==> config.mk <==
export PLATFORM = sky130hd
export DESIGN_NAME = cpu_debug_master
export DESIGN_NICKNAME = d
export VERILOG_FILES = /design/src/rtl/cpu_dbg_pkg.sv /design/src/rtl/cpu_debug_master.sv
export SDC_FILE = /design/constraint.sdc
export NUM_CORES = 1
export LEC_CHECK = 0
export CAP_MARGIN = 20
export CORE_UTILIZATION = 45
export DETAILED_ROUTE_END_ITERATION = 10
export PLACE_DENSITY_LB_ADDON = 0.1
export SLEW_MARGIN = 20
export SYNTH_ARGS = -nofsm -noshare
export SYNTH_HDL_FRONTEND = slang
export SYNTH_SLANG_ARGS = --single-unit
==> constraint.sdc <==
create_clock -name clk -period 4.4 [get_ports clk]
set_clock_uncertainty 0.1 [all_clocks]
set_input_delay 1.1 -clock clk [delete_from_list [all_inputs] [get_ports clk]]
set_output_delay 1.1 -clock clk [all_outputs]
set_load 0.03 [all_outputs]
==> src/rtl/cpu_dbg_pkg.sv <==
// Shared command/state types and the s2 register map used by the CPU debug master.
package cpu_dbg_pkg;

    typedef enum logic [2:0] {
        OP_HALT     = 3'd0,
        OP_RUN      = 3'd1,
        OP_STEP     = 3'd2,
        OP_SNAPSHOT = 3'd3,
        OP_READ     = 3'd4,
        OP_WRITE    = 3'd5
    } dbg_op_e;

    typedef enum logic [2:0] {
        ST_IDLE    = 3'd0,
        ST_WR      = 3'd1,
        ST_RD_REQ  = 3'd2,
        ST_RD_WAIT = 3'd3,
        ST_RSP     = 3'd4
    } dbg_state_e;

    localparam logic [6:0] CSR_CYCLE_LO     = 7'h00;
    localparam logic [6:0] CSR_CYCLE_HI     = 7'h04;
    localparam logic [6:0] CSR_STEP_EN      = 7'h08;
    localparam logic [6:0] CSR_STEPS        = 7'h0C;
    localparam logic [6:0] CSR_INSTR_IF     = 7'h10;
    localparam logic [6:0] CSR_INSTR_DE     = 7'h14;
    localparam logic [6:0] CSR_INSTR_EX     = 7'h18;
    localparam logic [6:0] CSR_INSTR_MEM    = 7'h1C;
    localparam logic [6:0] CSR_INSTR_WB     = 7'h20;
    localparam logic [6:0] CSR_SCRATCH_BASE = 7'h40;

    localparam logic [2:0]  SNAP_LAST_IDX = 3'd6;
    localparam logic [31:0] ILLEGAL_TAG   = 32'hDEAD_0000;

    // Snapshot read order: cycle counter then the five pipeline-stage instruction words.
    function automatic logic [6:0] snap_addr(input logic [2:0] idx);
        case (idx)
            3'd0:    snap_addr = CSR_CYCLE_LO;
            3'd1:    snap_addr = CSR_CYCLE_HI;
            3'd2:    snap_addr = CSR_INSTR_IF;
            3'd3:    snap_addr = CSR_INSTR_DE;
            3'd4:    snap_addr = CSR_INSTR_EX;
            3'd5:    snap_addr = CSR_INSTR_MEM;
            3'd6:    snap_addr = CSR_INSTR_WB;
            default: snap_addr = CSR_CYCLE_LO;
        endcase
    endfunction

endpackage

==> src/rtl/cpu_debug_master.sv <==
// Debug-port initiator: turns host debug commands into s2 read/write sequences
// and streams read results back through a single registered response slot.
module cpu_debug_master
    import cpu_dbg_pkg::*;
#(
    parameter int unsigned POLL_TIMEOUT = 4096,
    parameter int unsigned ADDR_W       = 7
) (
    input  logic              clk,
    input  logic              reset,
    input  logic              cmd_valid,
    output logic              cmd_ready,
    input  logic [2:0]        cmd_op,
    input  logic [ADDR_W-1:0] cmd_addr,
    input  logic [31:0]       cmd_data,
    output logic              rsp_valid,
    input  logic              rsp_ready,
    output logic [31:0]       rsp_data,
    output logic              rsp_last,
    output logic              rsp_err,
    output logic [ADDR_W-1:0] m_address,
    output logic              m_read,
    input  logic [31:0]       m_readdata,
    output logic              m_write,
    output logic [31:0]       m_writedata
);

    localparam logic [31:0]       POLL_LIMIT = 32'(POLL_TIMEOUT);
    localparam logic [ADDR_W-1:0] WORD_MASK  = ~ADDR_W'(2'd3);

    dbg_state_e        state_r, state_s;
    logic [2:0]        op_r, op_s;
    logic              second_wr_r, second_wr_s;
    logic [2:0]        snap_idx_r, snap_idx_s;
    logic [31:0]       poll_cnt_r, poll_cnt_s;
    logic              cmd_ready_r, cmd_ready_s;
    logic              rsp_valid_r, rsp_valid_s;
    logic [31:0]       rsp_data_r, rsp_data_s;
    logic              rsp_last_r, rsp_last_s;
    logic              rsp_err_r, rsp_err_s;
    logic [ADDR_W-1:0] m_address_r, m_address_s;
    logic              m_read_r, m_read_s;
    logic              m_write_r, m_write_s;
    logic [31:0]       m_writedata_r, m_writedata_s;

    function automatic logic [31:0] sat_inc(input logic [31:0] cnt);
        if (cnt >= POLL_LIMIT) begin
            sat_inc = POLL_LIMIT;
        end else begin
            sat_inc = cnt + 32'd1;
        end
    endfunction

    // Next-state and next-output decode; strobes default low so they are one-cycle pulses.
    always_comb begin
        state_s       = state_r;
        op_s          = op_r;
        second_wr_s   = second_wr_r;
        snap_idx_s    = snap_idx_r;
        poll_cnt_s    = poll_cnt_r;
        cmd_ready_s   = cmd_ready_r;
        rsp_valid_s   = rsp_valid_r;
        rsp_data_s    = rsp_data_r;
        rsp_last_s    = rsp_last_r;
        rsp_err_s     = rsp_err_r;
        m_read_s      = 1'b0;
        m_write_s     = 1'b0;
        m_address_s   = '0;
        m_writedata_s = 32'd0;
        case (state_r)
            ST_IDLE: begin
                if (cmd_valid && cmd_ready_r) begin
                    op_s        = cmd_op;
                    cmd_ready_s = 1'b0;
                    second_wr_s = 1'b0;
                    snap_idx_s  = 3'd0;
                    poll_cnt_s  = 32'd0;
                    case (cmd_op)
                        OP_HALT: begin
                            state_s     = ST_WR;
                            m_write_s   = 1'b1;
                            m_address_s = ADDR_W'(CSR_STEPS);
                            second_wr_s = 1'b1;
                        end
                        OP_RUN: begin
                            state_s     = ST_WR;
                            m_write_s   = 1'b1;
                            m_address_s = ADDR_W'(CSR_STEP_EN);
                        end
                        OP_STEP: begin
                            state_s       = ST_WR;
                            m_write_s     = 1'b1;
                            m_address_s   = ADDR_W'(CSR_STEPS);
                            m_writedata_s = cmd_data;
                            second_wr_s   = 1'b1;
                        end
                        OP_SNAPSHOT: begin
                            state_s     = ST_RD_REQ;
                            m_read_s    = 1'b1;
                            m_address_s = ADDR_W'(snap_addr(3'd0));
                        end
                        OP_READ: begin
                            state_s     = ST_RD_REQ;
                            m_read_s    = 1'b1;
                            m_address_s = cmd_addr & WORD_MASK;
                        end
                        OP_WRITE: begin
                            state_s       = ST_WR;
                            m_write_s     = 1'b1;
                            m_address_s   = cmd_addr & WORD_MASK;
                            m_writedata_s = cmd_data;
                        end
                        default: begin
                            state_s     = ST_RSP;
                            rsp_valid_s = 1'b1;
                            rsp_data_s  = ILLEGAL_TAG | {29'd0, cmd_op};
                            rsp_last_s  = 1'b1;
                            rsp_err_s   = 1'b1;
                        end
                    endcase
                end else begin
                    state_s = ST_IDLE;
                end
            end
            ST_WR: begin
                // HALT and STEP both arm the stepper by setting step_en last.
                if (second_wr_r) begin
                    second_wr_s   = 1'b0;
                    m_write_s     = 1'b1;
                    m_address_s   = ADDR_W'(CSR_STEP_EN);
                    m_writedata_s = 32'd1;
                end else if ((op_r == OP_STEP) && (POLL_LIMIT != 32'd0)) begin
                    state_s     = ST_RD_REQ;
                    m_read_s    = 1'b1;
                    m_address_s = ADDR_W'(CSR_STEPS);
                    poll_cnt_s  = sat_inc(poll_cnt_r);
                end else begin
                    state_s     = ST_IDLE;
                    cmd_ready_s = 1'b1;
                end
            end
            ST_RD_REQ: begin
                state_s = ST_RD_WAIT;
            end
            ST_RD_WAIT: begin
                if (op_r == OP_STEP) begin
                    if (m_readdata == 32'd0) begin
                        state_s     = ST_RSP;
                        rsp_valid_s = 1'b1;
                        rsp_data_s  = poll_cnt_r;
                        rsp_last_s  = 1'b1;
                        rsp_err_s   = 1'b0;
                    end else if (poll_cnt_r >= POLL_LIMIT) begin
                        state_s     = ST_RSP;
                        rsp_valid_s = 1'b1;
                        rsp_data_s  = m_readdata;
                        rsp_last_s  = 1'b1;
                        rsp_err_s   = 1'b1;
                    end else begin
                        state_s     = ST_RD_REQ;
                        m_read_s    = 1'b1;
                        m_address_s = ADDR_W'(CSR_STEPS);
                        poll_cnt_s  = sat_inc(poll_cnt_r);
                    end
                end else begin
                    state_s     = ST_RSP;
                    rsp_valid_s = 1'b1;
                    rsp_data_s  = m_readdata;
                    rsp_last_s  = (op_r == OP_READ) || (snap_idx_r == SNAP_LAST_IDX);
                    rsp_err_s   = 1'b0;
                end
            end
            ST_RSP: begin
                // The next snapshot read waits for the consumer, so only one word is ever buffered.
                if (rsp_ready) begin
                    rsp_valid_s = 1'b0;
                    rsp_last_s  = 1'b0;
                    rsp_err_s   = 1'b0;
                    if (rsp_last_r) begin
                        state_s     = ST_IDLE;
                        cmd_ready_s = 1'b1;
                    end else begin
                        state_s     = ST_RD_REQ;
                        snap_idx_s  = snap_idx_r + 3'd1;
                        m_read_s    = 1'b1;
                        m_address_s = ADDR_W'(snap_addr(snap_idx_r + 3'd1));
                    end
                end else begin
                    state_s = ST_RSP;
                end
            end
            default: begin
                state_s     = ST_IDLE;
                cmd_ready_s = 1'b1;
                rsp_valid_s = 1'b0;
            end
        endcase
    end

    // State and registered outputs; reset abandons any command in flight.
    always_ff @(posedge clk) begin
        if (reset) begin
            state_r       <= ST_IDLE;
            op_r          <= 3'd0;
            second_wr_r   <= 1'b0;
            snap_idx_r    <= 3'd0;
            poll_cnt_r    <= 32'd0;
            cmd_ready_r   <= 1'b1;
            rsp_valid_r   <= 1'b0;
            rsp_data_r    <= 32'd0;
            rsp_last_r    <= 1'b0;
            rsp_err_r     <= 1'b0;
            m_address_r   <= '0;
            m_read_r      <= 1'b0;
            m_write_r     <= 1'b0;
            m_writedata_r <= 32'd0;
        end else begin
            state_r       <= state_s;
            op_r          <= op_s;
            second_wr_r   <= second_wr_s;
            snap_idx_r    <= snap_idx_s;
            poll_cnt_r    <= poll_cnt_s;
            cmd_ready_r   <= cmd_ready_s;
            rsp_valid_r   <= rsp_valid_s;
            rsp_data_r    <= rsp_data_s;
            rsp_last_r    <= rsp_last_s;
            rsp_err_r     <= rsp_err_s;
            m_address_r   <= m_address_s;
            m_read_r      <= m_read_s;
            m_write_r     <= m_write_s;
            m_writedata_r <= m_writedata_s;
        end
    end

    assign cmd_ready   = cmd_ready_r;
    assign rsp_valid   = rsp_valid_r;
    assign rsp_data    = rsp_data_r;
    assign rsp_last    = rsp_last_r;
    assign rsp_err     = rsp_err_r;
    assign m_address   = m_address_r;
    assign m_read      = m_read_r;
    assign m_write     = m_write_r;
    assign m_writedata = m_writedata_r;

endmodule

==> run metrics, run 1 <==
multiplexer share of the synthesized area=less than 1%; area grow syn2layout=46.79%; R2R Path End=poll_cnt_r[7]$_SDFFE_PP0P_; flop and latch count out of synthesis=about 120; adder-cell share of the synthesized area=slightly above 2%; Peak supply drop=305.5 uV; Fill cells=between 800 and 900; Syn. warnings=0; R2R depth=6; synth unique cells=60; Synth Flop Type=dfxtp_1; Final Hold Vio Count=0; Max Cap Violations=0; Simple-Gate Fraction of Synth Area=25.32%; initial antenna violation count=0; first-pass GRT wire length=between 20000 and 25000 um; layout cells sized above 1=under 10%; post-route setup TNS=0 ns; hold_sp=rsp_data[10]$_SDFFE_PP0P_; global route overflow=0; Design Power=around 0.0032 W; Top Ports=155; EDFF count, synth=0; Hold WS=0.3792 ns; # rows=37; CTS tree=done; Root Buffer=clkbuf_8; xor/xnor cell area share of the yosys netlist=roughly 1.3%; startpoint class of the critical path=input port; H-Tree Depth=4; f_max=between 200 and 300 MHz; Max stage delay on crit path=about 0.46 ns; Setup crit end kind=register; total wire length=~14000 um; Hold Path Class=register to register; status=finished clean; critical setup path kind=input port to register; Setup violations, final=0; Final min period=between 3 and 4 ns; vias=roughly 4600; CTS buffer count=17; Critical Path AT=between 3 and 4 ns; worst slew pin tran=~0.7 ns; # resized after CTS=0; # diodes=0; CTS Buffer Depth=2; syn_area_per_cell=between 9 and 10 um2; Reg clk slew, reported paths=about 0.060 ns; Worst R2R Start=state_r[0]$_SDFFE_PP0N_; Worst EP required=~4.7 ns; DP HPWL=roughly 10000 um; most common cell after layout, fill and taps aside=clkdlybuf4s50_1; highest-delay cell along the critical path=clkdlybuf4s50_1; # hold bufs at CTS=0; DRC marker count from the first detailed-route iteration=roughly 360; Routed Antenna Nets=0; Die Y=~110 um; largest net degree at the start of global routing=47; Tcrit/Tclk final=about four fifths; clk_lat worst skew=0.52 ns; Synth Instances=about 540; vias per cell=approximately 5.5; die area=between 10000 and 15000 um2; total track usage=between 20% and 30%; Synth Area in Compound Gates=about a fifth; setup bufs post-CTS=0; CP Cell Sequence=clkdlybuf4s50_1 > nor4_1 > nand4_1 > o2111a_1 > a21oi_2 > buf_12 > nor2_1 > a311oi_1; Slew Limit Fails=0; fraction of registers with async set or reset after synthesis=0%; RSZ-0062 raised after global routing=false; Core Region=about 10000 um2; nets=about 780; # DRC=0; sequential-to-total area share from yosys stat=48.07%; Placer Congestion=between 0.8 and 0.9; Worst Hold Depth=1; Power Density=approximately 450 nW/um2; routed len/inst=~17 um; buffers and inverters on the worst path=2; worst reg2reg setup slack=roughly 1.6 ns; Crit Path Max Fanout=40; 1st-pass router iterations=5; synthesized area=4872 um2; Slew HR=53.39%; most frequent cells in the layout=150 x clkdlybuf4s50_1, 117 x dfxtp_1, 63 x nor2_1; Leak=2.585 nW; vias in the first global route=4411; largest family of logic cells by synthesized area=simple AND/OR/NAND/NOR gates; Initial Util=between 40% and 50%; die width=106.1 um; CTS sink count=roughly 120; kind of cell adding the most delay to the critical path=compound AO/OA/AOI/OAI gates; Buffers on Ports=150; Min-Delay Endpoint=rsp_data[10]$_SDFFE_PP0P_
## through the flow
step	cells	setup slack (ns)	instance area, um2	util, %
after floorplan	542	1.460	4876	-
after global placement	806	0.5440	6495	62.35
after detailed placement	806	0.5445	6495	62.35
after CTS	838	0.9842	7148	68.62
after global routing	838	0.8673	7152	68.66
final	838	0.9650	7152	68.66
## worst reg2reg max path, delay by kind of cell (launching register included)
kind / cells / cell delay (ns)
simple gates: 4 / 1.53
compound gates: 2 / 0.63
flops: 1 / 0.46
## cells in the mapped netlist (12+ instances only)
cell	n	share of area [%]
nor3_1	16	1.6
clkbuf_1	21	1.6
inv_1	13	1.0
a21oi_1	32	3.3
nand4_1	14	1.8
a211oi_1	29	4.5
a22oi_1	12	1.8
nand2_1	40	3.1
nor4_1	12	1.5
and2_1	49	6.3
nor2_1	63	4.9
dfxtp_1	117	48
## registers in the layout, summed over array words and instances, names as in the netlist
signal and count:
m_writedata 32, poll_cnt_r 32, rsp_data 32, m_address 5, op_r 3, snap_idx_r 3, state_r 3, cmd_ready 1
m_read 1, m_write 1, rsp_err 1, rsp_last 1, rsp_valid 1, second_wr_r 1
## cell type report
type / count / area (um2) / area share [%]
tap: 136 / 170.2 / 2.379
timing repair buffer: 158 / 1574 / 22.01
clock buffer: 19 / 431.7 / 6.036
clock inverter: 13 / 221.5 / 3.097
inverter: 13 / 48.80 / 0.6823
sequential: 117 / 2342 / 32.75
multi-input combinational: 382 / 2364 / 33.05
## per-layer routing
metal	global-route usage, %	wire length, um	vias to the layer above
li1	-	-	2244
met5	0	0	-
met2	41.92	6639	201
met1	34.95	6579	2135
met4	9.821	243	0
met3	6.376	1003	29
## logic make-up after synthesis
kind of cell	count (synthesis)
simple gates	235
compound gates	127
flops	117
buf+inv	43
fa+ha+maj	8
xor+xnor	7
mux	3
other cells	1
## report_power, final
group	internal (W)	switching, W	total, W
clock network	0.00100	0.000510	0.00151
logic	0.000229	0.000301	0.000530
registers	0.00112	0.0000478	0.00116
## worst max-delay path by stage
stage | from | to | slack (ns) | cells after the start
2_1_floorplan | m_readdata[27] | rsp_data[1]$_SDFFE_PP0P_ | 1.46 | 7
3_3_place_gp | m_readdata[11] | rsp_data[2]$_SDFFE_PP0P_ | 0.54 | 8
3_5_place_dp | m_readdata[11] | rsp_data[24]$_SDFFE_PP0P_ | 0.54 | 8
4_1_cts | m_readdata[11] | rsp_data[0]$_SDFFE_PP0P_ | 0.98 | 8
5_1_grt | m_readdata[12] | rsp_data[0]$_SDFFE_PP0P_ | 0.87 | 8
6_report | m_readdata[12] | rsp_data[0]$_SDFFE_PP0P_ | 0.96 | 8
Note: power is estimated with default switching activity, not from simulation.
==> inputs of run 2 (changes only) <==
clock period = 3.52 ns   (was 4.4 ns; I/O delays follow)
==> run 2 against run 1 <==
Final cell count up 1.1%; sequential power is 25% higher; worst hold slack got worse by 0.0018 ns; via count rose by 1.3%; first-iteration DRC count is 7.5% higher; critical endpoint is now rsp_data[23]$_SDFFE_PP0P_; highest routed layer unchanged.
==> run metrics, run 2 (same netlist as run 1, synthesis figures left out) <==
# resized after CTS=0 (unchanged); DRC marker count from the first detailed-route iteration=386 (was 359); 1st-pass router iterations=5 (unchanged); Top cell by count, worst path=buf_4; # diodes=0 (unchanged); Setup violations, final=0 (unchanged); Power Density=536.0 nW/um2 (was 448.3 nW/um2); Hold Path Class=register to register (unchanged); CTS tree=done (unchanged); initial antenna violation count=0 (unchanged); Slew HR=31.14% (was 53.39%); Initial Util=46.77% (unchanged); Leak=2.607 nW (was 2.585 nW); Worst Hold Depth=1 (unchanged); global route overflow=0 (unchanged); setup bufs post-CTS=0 (unchanged); Placer Congestion=0.8860 (was 0.8730); vias in the first global route=4364 (was 4411); first-pass GRT wire length=22890 um (was 23160 um); worst reg2reg setup slack=0.87 ns (was 1.63 ns); largest net degree at the start of global routing=42 (was 47); Root Buffer=clkbuf_8 (unchanged); vias=4668 (was 4609); Tcrit/Tclk final=81.02%; R2R Path End=rsp_data[23]$_SDFFE_PP0P_ (was poll_cnt_r[7]$_SDFFE_PP0P_); routed len/inst=16.76 um (was 17.26 um); Critical Path AT=3.14 ns (was 3.74 ns); Final Hold Vio Count=0 (unchanged); Worst EP required=3.81 ns (was 4.71 ns); Peak supply drop=293.5 uV (was 305.5 uV); Top Ports=155 (unchanged); Max stage delay on crit path=0.45 ns (was 0.46 ns); post-route setup TNS=0 ns (unchanged); Final min period=2.852 ns; critical setup path kind=input port to register (unchanged); startpoint class of the critical path=input port (unchanged); R2R depth=6 (unchanged); total track usage=26.11% (was 26.47%); nets=786 (was 775); highest-delay cell along the critical path=nor4_1 (was clkdlybuf4s50_1); f_max=around 350 MHz; most frequent cells in the layout=150 x clkdlybuf4s50_1, 117 x dfxtp_1, 63 x nor2_1 (unchanged); vias per cell=5.511 (was 5.500); CTS buffer count=17 (unchanged); CTS Buffer Depth=2 (unchanged); Buffers on Ports=150 (unchanged); H-Tree Depth=4 (unchanged); worst slew pin tran=1.029 ns (was 0.6991 ns); die area=11250 um2 (unchanged); area grow syn2layout=47.25% (was 46.79%); Setup crit end kind=register (unchanged); # hold bufs at CTS=0 (unchanged); # DRC=0 (unchanged); Max Cap Violations=0 (unchanged); # rows=37 (unchanged); layout cells sized above 1=9.564% (was 8.547%); DP HPWL=10390 um (was 10220 um); CP Cell Sequence=clkdlybuf4s50_1 > nor4_1 > nand4_1 > buf_4 > o2111ai_4 > nand2_1 > buf_4 > a211oi_1 > nor3_1 (was clkdlybuf4s50_1 > nor4_1 > nand4_1 > o2111a_1 > a21oi_2 > buf_12 > nor2_1 > a311oi_1); Reg clk slew, reported paths=0.06 ns (about the same); clk_lat worst skew=0.51 ns (was 0.52 ns); die width=106.1 um (unchanged); total wire length=14200 um (was 14470 um); Worst R2R Start=state_r[0]$_SDFFE_PP0N_ (unchanged); Core Region=10420 um2 (unchanged); Min-Delay Endpoint=rsp_data[10]$_SDFFE_PP0P_ (unchanged); Slew Limit Fails=0 (unchanged); CTS sink count=117 (unchanged); RSZ-0062 raised after global routing=false (unchanged); Routed Antenna Nets=0 (unchanged); most common cell after layout, fill and taps aside=clkdlybuf4s50_1 (unchanged); Die Y=106.1 um (unchanged); hold_sp=rsp_data[10]$_SDFFE_PP0P_ (unchanged); Design Power=0.003846 W (was 0.003206 W); Crit Path Max Fanout=11 (was 40); status=finished clean (unchanged); post-layout util=68.88% (was 68.66%)
==> run 2: critical path: cells and delay by family <==
| kind | cells | cell delay [ns] |
|---|---|---|
| AND/OR/NAND/NOR | 4 | 0.88 |
| AO/OA/AOI/OAI | 2 | 0.48 |
| buffers and inverters | 3 | 0.91 |
==> run 2: area by class of cell <==
type / instances / area (um2)
multi-input combinational: 382 / 2360
tap: 136 / 170.2
fill: 839 / 3242
timing repair buffer: 169 / 1657
clock buffer: 22 / 473.0
sequential: 117 / 2342
inverter: 13 / 48.80
clock inverter: 8 / 123.9
==> run 2: metrics by stage <==
| step | cell area (um2) | hold slack, ns | worst slack [ns] | cells |
|---|---|---|---|---|
| after floorplan | 4876 | 0.3546 | 0.7999 | 542 |
| after global placement | 6578 | 0.3657 | 0.1469 | 817 |
| after detailed placement | 6578 | 0.3641 | 0.1688 | 817 |
| after CTS | 7174 | 0.3821 | 0.6944 | 847 |
| after global routing | 7174 | 0.4011 | 0.5457 | 847 |
| final | 7174 | 0.3774 | 0.6680 | 847 |
==> run 2: metal layers <==
layer	up-vias	track usage, %	part of all wire (%)
met3	20	5.947	7.8
met1	2182	36.02	45
met5	-	0	0
met4	0	9.623	1.3
li1	2249	-	-
met2	217	39.78	46
==> run 2: report_power, final <==
group	total [W]	switching [W]	internal (W)
Clock	0.00172	0.000579	0.00114
Sequential	0.00145	0.0000584	0.00140
Combinational	0.000670	0.000374	0.000296
==> run 2: worst max path at each step <==
stage / start / to / slack, ns / depth (start not counted)
6_report: m_readdata[0] / rsp_data[23]$_SDFFE_PP0P_ / 0.67 / 9
5_1_grt: m_readdata[0] / rsp_data[21]$_SDFFE_PP0P_ / 0.55 / 9
4_1_cts: m_readdata[0] / rsp_data[23]$_SDFFE_PP0P_ / 0.69 / 9
3_5_place_dp: m_readdata[0] / rsp_data[23]$_SDFFE_PP0P_ / 0.17 / 9
3_3_place_gp: m_readdata[11] / rsp_data[23]$_SDFFE_PP0P_ / 0.15 / 9
2_1_floorplan: m_readdata[27] / rsp_data[1]$_SDFFE_PP0P_ / 0.80 / 7
